==> config.mk <==
export PLATFORM = sky130hd
export DESIGN_NAME = neuron_mac_sequencer
export DESIGN_NICKNAME = d
export VERILOG_FILES = /design/src/rtl/neuron_mac_sequencer.sv
export SDC_FILE = /design/constraint.sdc
export NUM_CORES = 2
export LEC_CHECK = 0
export BUFFER_PORTS_ARGS = -buffer_cell sky130_fd_sc_hd__buf_2
export CORE_AREA = 2 2 285 287
export CTS_BUF_LIST = sky130_fd_sc_hd__clkbuf_2 sky130_fd_sc_hd__clkbuf_4 sky130_fd_sc_hd__clkbuf_8
export DETAILED_ROUTE_END_ITERATION = 10
export DIE_AREA = 0 0 287 289
export HOLD_SLACK_MARGIN = 0.12
export PLACE_DENSITY = 0.78
export SLEW_MARGIN = 10
export SYNTH_ARGS = -nofsm -noshare
export SYNTH_HDL_FRONTEND = slang
export SYNTH_SLANG_ARGS = --single-unit
==> constraint.sdc <==
create_clock -name clk -period 5.14 [get_ports clk]
set_input_delay 0.514 -clock clk [delete_from_list [all_inputs] [get_ports clk]]
set_output_delay 0.514 -clock clk [all_outputs]
set_load 0.01 [all_outputs]
==> src/rtl/neuron_mac_sequencer.sv <==
// Single-neuron dot-product sequencer: streams weight/activation pairs from two
// 1-cycle-latency memories, accumulates signed fixed-point products, then biases, saturates and ReLUs.
module neuron_mac_sequencer #(
    parameter int DATA_WIDTH  = 32,
    parameter int NUM_WEIGHTS = 10,
    parameter int FRAC_BITS   = 16,
    parameter int RELU_EN     = 1,
    localparam int AW = (NUM_WEIGHTS > 1) ? $clog2(NUM_WEIGHTS) : 1
) (
    input  logic                  clk,
    input  logic                  rst,
    input  logic                  start,
    output logic                  busy,
    output logic [AW-1:0]         rom_addr,
    output logic [AW-1:0]         act_addr,
    input  logic [DATA_WIDTH-1:0] weight_in,
    input  logic [DATA_WIDTH-1:0] act_in,
    input  logic [DATA_WIDTH-1:0] bias,
    output logic [DATA_WIDTH-1:0] result,
    output logic                  result_valid,
    input  logic                  result_ready
);

    localparam int PW    = 2 * DATA_WIDTH;
    localparam int ACC_W = PW + $clog2(NUM_WEIGHTS) + 1;
    localparam int TW    = ACC_W + 1;
    localparam logic [AW-1:0] LAST_IDX = AW'(NUM_WEIGHTS - 1);
    localparam logic signed [TW-1:0] SAT_MAX = {{(TW-DATA_WIDTH+1){1'b0}}, {(DATA_WIDTH-1){1'b1}}};
    localparam logic signed [TW-1:0] SAT_MIN = {{(TW-DATA_WIDTH+1){1'b1}}, {(DATA_WIDTH-1){1'b0}}};

    typedef enum logic [2:0] {
        IDLE  = 3'd0,
        FETCH = 3'd1,
        DRAIN = 3'd2,
        BIAS  = 3'd3,
        OUT   = 3'd4
    } state_t;

    state_t                   state_r;
    state_t                   next_state_s;
    logic [AW-1:0]            idx_r;
    logic                     data_vld_r;
    logic signed [ACC_W-1:0]  acc_r;
    logic [DATA_WIDTH-1:0]    result_r;
    logic                     valid_r;
    logic                     busy_r;
    logic                     acc_clr_s;
    logic                     idx_inc_s;
    logic                     load_s;
    logic                     accept_s;
    logic                     handshake_s;
    logic signed [PW-1:0]     prod_s;
    logic signed [ACC_W-1:0]  shifted_s;
    logic signed [TW-1:0]     tmp_s;

    function automatic logic [DATA_WIDTH-1:0] sat_relu(input logic signed [TW-1:0] v);
        logic [DATA_WIDTH-1:0] s;
        if (v > SAT_MAX) begin
            s = SAT_MAX[DATA_WIDTH-1:0];
        end else if (v < SAT_MIN) begin
            s = SAT_MIN[DATA_WIDTH-1:0];
        end else begin
            s = v[DATA_WIDTH-1:0];
        end
        if ((RELU_EN != 0) && s[DATA_WIDTH-1]) begin
            s = {DATA_WIDTH{1'b0}};
        end
        return s;
    endfunction

    assign prod_s    = $signed(weight_in) * $signed(act_in);
    assign shifted_s = acc_r >>> FRAC_BITS;
    assign tmp_s     = {shifted_s[ACC_W-1], shifted_s} + {{(TW-DATA_WIDTH){bias[DATA_WIDTH-1]}}, bias};

    // State register
    always_ff @(posedge clk or negedge rst) begin
        if (!rst) begin
            state_r <= IDLE;
        end else begin
            state_r <= next_state_s;
        end
    end

    // Next-state logic
    always_comb begin
        next_state_s = state_r;
        case (state_r)
            IDLE: begin
                if (start) next_state_s = FETCH;
                else       next_state_s = IDLE;
            end
            FETCH: begin
                if (idx_r == LAST_IDX) next_state_s = DRAIN;
                else                   next_state_s = FETCH;
            end
            DRAIN:   next_state_s = BIAS;
            BIAS:    next_state_s = OUT;
            OUT: begin
                if (result_ready) next_state_s = IDLE;
                else              next_state_s = OUT;
            end
            default: next_state_s = IDLE;
        endcase
    end

    // Datapath control strobes decoded from the current state
    always_comb begin
        acc_clr_s   = 1'b0;
        idx_inc_s   = 1'b0;
        load_s      = 1'b0;
        accept_s    = 1'b0;
        handshake_s = 1'b0;
        case (state_r)
            IDLE: begin
                acc_clr_s = 1'b1;
                accept_s  = start;
            end
            FETCH: begin
                if (idx_r != LAST_IDX) idx_inc_s = 1'b1;
                else                   idx_inc_s = 1'b0;
            end
            DRAIN:   acc_clr_s = 1'b0;
            BIAS:    load_s = 1'b1;
            OUT:     handshake_s = result_ready && valid_r;
            default: acc_clr_s = 1'b1;
        endcase
    end

    // Address counter; data for an address arrives one cycle later, hence data_vld_r
    always_ff @(posedge clk or negedge rst) begin
        if (!rst) begin
            idx_r      <= {AW{1'b0}};
            data_vld_r <= 1'b0;
        end else begin
            data_vld_r <= (state_r == FETCH);
            if (state_r == IDLE) begin
                idx_r <= {AW{1'b0}};
            end else if (idx_inc_s) begin
                idx_r <= idx_r + {{(AW-1){1'b0}}, 1'b1};
            end else begin
                idx_r <= idx_r;
            end
        end
    end

    // Full-precision accumulator
    always_ff @(posedge clk or negedge rst) begin
        if (!rst) begin
            acc_r <= {ACC_W{1'b0}};
        end else if (acc_clr_s) begin
            acc_r <= {ACC_W{1'b0}};
        end else if (data_vld_r) begin
            acc_r <= acc_r + {{(ACC_W-PW){prod_s[PW-1]}}, prod_s};
        end else begin
            acc_r <= acc_r;
        end
    end

    // Result register and output handshake flags
    always_ff @(posedge clk or negedge rst) begin
        if (!rst) begin
            result_r <= {DATA_WIDTH{1'b0}};
            valid_r  <= 1'b0;
            busy_r   <= 1'b0;
        end else begin
            if (load_s) result_r <= sat_relu(tmp_s);
            else        result_r <= result_r;
            if (load_s)           valid_r <= 1'b1;
            else if (handshake_s) valid_r <= 1'b0;
            else                  valid_r <= valid_r;
            if (accept_s)         busy_r <= 1'b1;
            else if (handshake_s) busy_r <= 1'b0;
            else                  busy_r <= busy_r;
        end
    end

    assign rom_addr     = idx_r;
    assign act_addr     = idx_r;
    assign result       = result_r;
    assign result_valid = valid_r;
    assign busy         = busy_r;

endmodule

* Yosys cells after proc, flatten, opt, wreduce, memory -nomap -nowiden *
Cells that the tools add are included.

operators by class
  reduce and logical (&&, ||, !) cells = 6
  bitwise logic cells = 0
  shift-type cells = 0
  $mul = 1
  equality and inequality tests = 7
  $add $sub $neg = 3
  multiplexer cells = 20
  magnitude comparators = 2
  div/mod/pow operators = 0

operators by type and width
  kind                  count
  $mux 69               2
  $mux 32               3
  $add 69x69->69        1
  $mul 32x32->64        1
  $add 53x32->54        1
  $gt 54x32->1 const B  1
  $lt 54x32->1 const B  1
  $mux 31               1
  $pmux 3 s5            1
  $mux 1                9
  $mux 4                2
  $eq 3x2->1 const B    2
  $reduce_bool 2->1     3
  $add 4x1->4 const B   1
  $eq 4x4->1 const B    1
  $ne 4x4->1 const B    1
  $reduce_or 4->1       1
  $eq 3x1->1 const B    1
  $eq 3x3->1 const B    1
  $logic_not 3->1       1
  $mux 3                1
  $mux 2                1
  $ne 2x1->1 const B    1
  $logic_and 1x1->1     1

word-level totals
  output and inout bits = 42
  latch bits = 0
  memory bits (read-only) = 0
  bits in registers = 111
  bits in writable memories = 0
  memories = 0
  input bits = 100

* Depth between registers and ports, before layout *
  depth in word-level cells = 6
  mapped depth = 43
  mapped depth without buffers = 41

* Worst setup path before layout *
OpenSTA, ideal clock, no wires.

  path kind = input-to-reg
  start = input weight_in[31]
  end = register acc_r[68]
  buffers on the path = 3
  arrival = 9957 ps
  setup slack = -4896 ps
  stages on the path = 35
  required time = 5062 ps
  cells stage by stage = clkbuf_1 -> nand2_1 -> inv_1 -> fa_1 -> fa_1 -> fa_1 -> inv_1 -> fa_1 -> inv_1 -> fa_1 -> fa_1 -> inv_1 -> fa_1 -> inv_1 -> fa_1 -> ha_1 -> clkbuf_1 -> and3_1 -> and2_1 -> nand3_1 -> a211o_1 -> a21oi_1 -> a2111oi_2 -> or3_1 -> xnor2_1 -> ha_1 -> clkbuf_1 -> a21o_1 -> a21oi_1 -> nor3b_1 -> o2111ai_1 -> a311oi_1 -> xnor3_1 -> or3_1 -> a21oi_1

on the way
  word-level cells in the longest chain between the ends = 4

ends and longest elaborated chain
  element                 RTL line  RTL
  start: declaration      16        input logic [DATA_WIDTH-1:0] weight_in,
  $mul 32x32->64          71        assign prod_s = $signed(weight_in) * $signed(act_in);
  $add 69x69->69          153       acc_r <= acc_r + {{(ACC_W-PW){prod_s[PW-1]}}, prod_s};
  $mux 69                 152       end else if (data_vld_r) begin
  $mux 69                 150       end else if (acc_clr_s) begin
  end signal: assignment  151       acc_r <= {ACC_W{1'b0}};
  end signal: assignment  153
  end signal: assignment  155       acc_r <= acc_r;
  end: declaration        43        logic signed [ACC_W-1:0] acc_r;

Every way passes these cells. The select of a mux whose other input is x is not followed.
A chain may end at the register's enable or synchronous reset.

* Final worst setup path *
  start = input act_in[5]
  end = register acc_r[53]

on the way
  word-level cells in the longest chain between the ends = 4

ends and longest elaborated chain
  element             RTL line  RTL
  start: declaration  17        input logic [DATA_WIDTH-1:0] act_in,
  $mul 32x32->64      71
  $add 69x69->69      153
  $mux 69             152
  $mux 69             150

Every way passes these cells. The select of a mux whose other input is x is not followed.

==> run summary <==
status = finished, violations left
violated checks = negative setup slack
CTS tree = built
overall routing resource usage = 32.0%
final setup fails = 61
Most common cell on crit path = fa_1
largest net degree at the start of global routing = 64
Die ar. = 82900 um^2
Post-synth EDFFs = 0
Worst Path Arrival = 9750 ps
Slew headroom = 33.0%
critical path's largest stage delay = 610 ps
post-synth top area cell = fa_1
Root Driver = clkbuf_8
Pins Over Slew Limit = 0
Yosys top cell area share = 45.7%
final hold viol count = 0
CP Class = input pin to flip-flop
Worst Tran Pin Value = 1010 ps
routed vias = 39571
min setup slack post-route = -4250 ps
clock latency on the worst-skew pair = 430 ps
clock skew = 19.6 ps
RSZ-0062 raised after global routing = yes
Max-cap violations = 0
I/O Buffers = 140
Gate Count Post-Synth = 5254
Initial DRC Count = 2637
First-pass DRT Iterations = 6
first-pass GRT wire length = 212000 um
Hold WS = 184 ps
GPL Wtd Cong = 0.925
io pins = 142
nets = 7405
drt wl/cell = 19.1 um
remaining antenna violation count = 0
syn avg cell area = 9.04 um^2
Synth area leaders = fa_1, ha_1, inv_1, and2_1, dfrtp_1
sequential area share after synthesis = 5.80%
Mapped Area = 47500 um^2
most common cell in the netlist = fa_1
Die Ht = 289 um
clk slew on worst S/H paths = 100 ps
crit path launch type = input pin
GRT Residual Overflow = 0
Final Util = 72.3%
top_reg_cell synth = dfrtp_1
WL final = 133000 um
Tcrit/Tclk final = 183%
Post-DP HPWL = 108000 um
initial antenna violation count = 3
proportion of layout cells with a drive suffix above 1 = 23.1%
async set-reset flop share out of synthesis = 100%
CP Max Fanout = 5
post-synthesis sequential element count = 110
Die Width = 287 um
vias per inst = 5.67
num rows = 104
# H-tree levels = 3
CTS max path bufs = 2
Core ar. = 79900 um^2
setup tns final = -194530 ps
Hold Crit Class = input pin to async pin
critical path data required time = 5500 ps
CP max-delay cell = fa_1
min Tclk post-route = 9390 ps
synth warn = 0
Post-Syn Nets = 6749
vias in the first global route = 42780
Worst Setup End Kind = flip-flop
Post-synth top cells = fa_1, inv_1, nand2_1
Max Clk Rate = 106 MHz
DR DRC count = 0
Initial Utilization = 59.4%
# clock sinks = 110
CTS Buf Count = 9
area grow syn2layout = 21.6%
count of cell types in the netlist = 90
cell type report:
| cell class | count | area [um^2] |
|---|---|---|
| well taps | 1060 | 1330 |
| inverters | 992 | 3730 |
| repair buffers | 910 | 7690 |
| flip-flops and latches | 110 | 2750 |
| fillers | 5375 | 22100 |
| diodes | 2 | 5.00 |
| clock buffers | 12 | 153 |
| clock inverters | 4 | 52.6 |
| multi-input cells | 3887 | 42000 |
sequential cells by signal (all words and copies together), names as in the netlist:
signal and flops:
acc_r 69, act_addr 4, busy 1, data_vld_r 1, result 31, result_valid 1, state_r 3
worst paths after layout:
check	from	to	slack [ps]	cells after the start
max	act_in[5]	acc_r[53]	-4250	38
min	rst	act_addr[3]	180	1
max reg2reg	acc_r[16]	result[22]	750	15
min reg2reg	acc_r[0]	acc_r[0]	550	2
max in group asynchronous	rst	acc_r[18]	3740	2
min in group clk	result_ready	state_r[2]	370	3
cell families after synthesis:
kind of cell | share of synthesized area, %
other | 0.00790
xor gates and xnor gates | 3.13
AOI/OAI and AO/OA | 9.25
DFF | 5.80
adders and majority gates | 53.9
muxes | 1.07
buffers and inverters | 10.2
and+or+nand+nor | 16.7
timing repair:
item / CTS / global route
pin swaps: 162 / 129
setup buffers: 43 / 46
cloned: 3 / 5
hold buffers: 0 / 0
endpoints found under the setup margin: 61 / 62
gates resized for setup: 259 / 247
routing by layer:
layer	up-vias	wire length [um]	track usage [%]	share of wire, %
li1	17386	-	-	-
met1	20087	47800	38.1	36
met2	1574	70100	57.4	53
met3	524	7220	3.65	5.4
met4	0	8240	16.3	6.2
met5	-	0	0	0
worst max-delay path, delay by kind of cell:
| family | cells | cell delay [ps] |
|---|---|---|
| buf+inv | 7 | 850 |
| simple gates | 5 | 1200 |
| fa+ha+maj | 10 | 4630 |
| compound gates | 15 | 2430 |
| xor+xnor | 1 | 120 |
metrics by stage:
stage / instances / setup WS, ps / area (um^2)
finish: 6977 / -4250 / 57700
global route: 6977 / -4490 / 57700
CTS: 6931 / -4030 / 56200
detailed placement: 6871 / -4890 / 54600
global placement: 6871 / -4690 / 54600
floorplan: 5254 / -4330 / 48500
cells in the final DEF, fill, tap and decap left out, types with 22 or more instances in the layout:
cell type,netlist,final
fa_1,1084,1020
inv_1,992,962
buf_4,8,683
nand2_1,621,598
and2_1,541,498
ha_1,311,277
a21oi_1,257,190
nor2_1,191,178
a21o_1,120,120
dfrtp_1,110,109
xnor2_1,118,93
buf_2,4,91
buf_6,7,72
fa_2,0,64
a21oi_2,3,60
o21ai_0,94,53
mux2i_1,48,48
buf_12,0,45
and2_4,0,43
xor2_1,49,42
nand3_1,44,37
nand4_1,32,32
nand2b_1,33,31
ha_4,0,31
inv_2,0,28
o21bai_1,27,24
nor2b_1,27,24
o21a_1,22,22
nor3_1,31,22
Power is not shown: default switching activity piles up to over one toggle a cycle in this logic, so the estimate is an artifact.
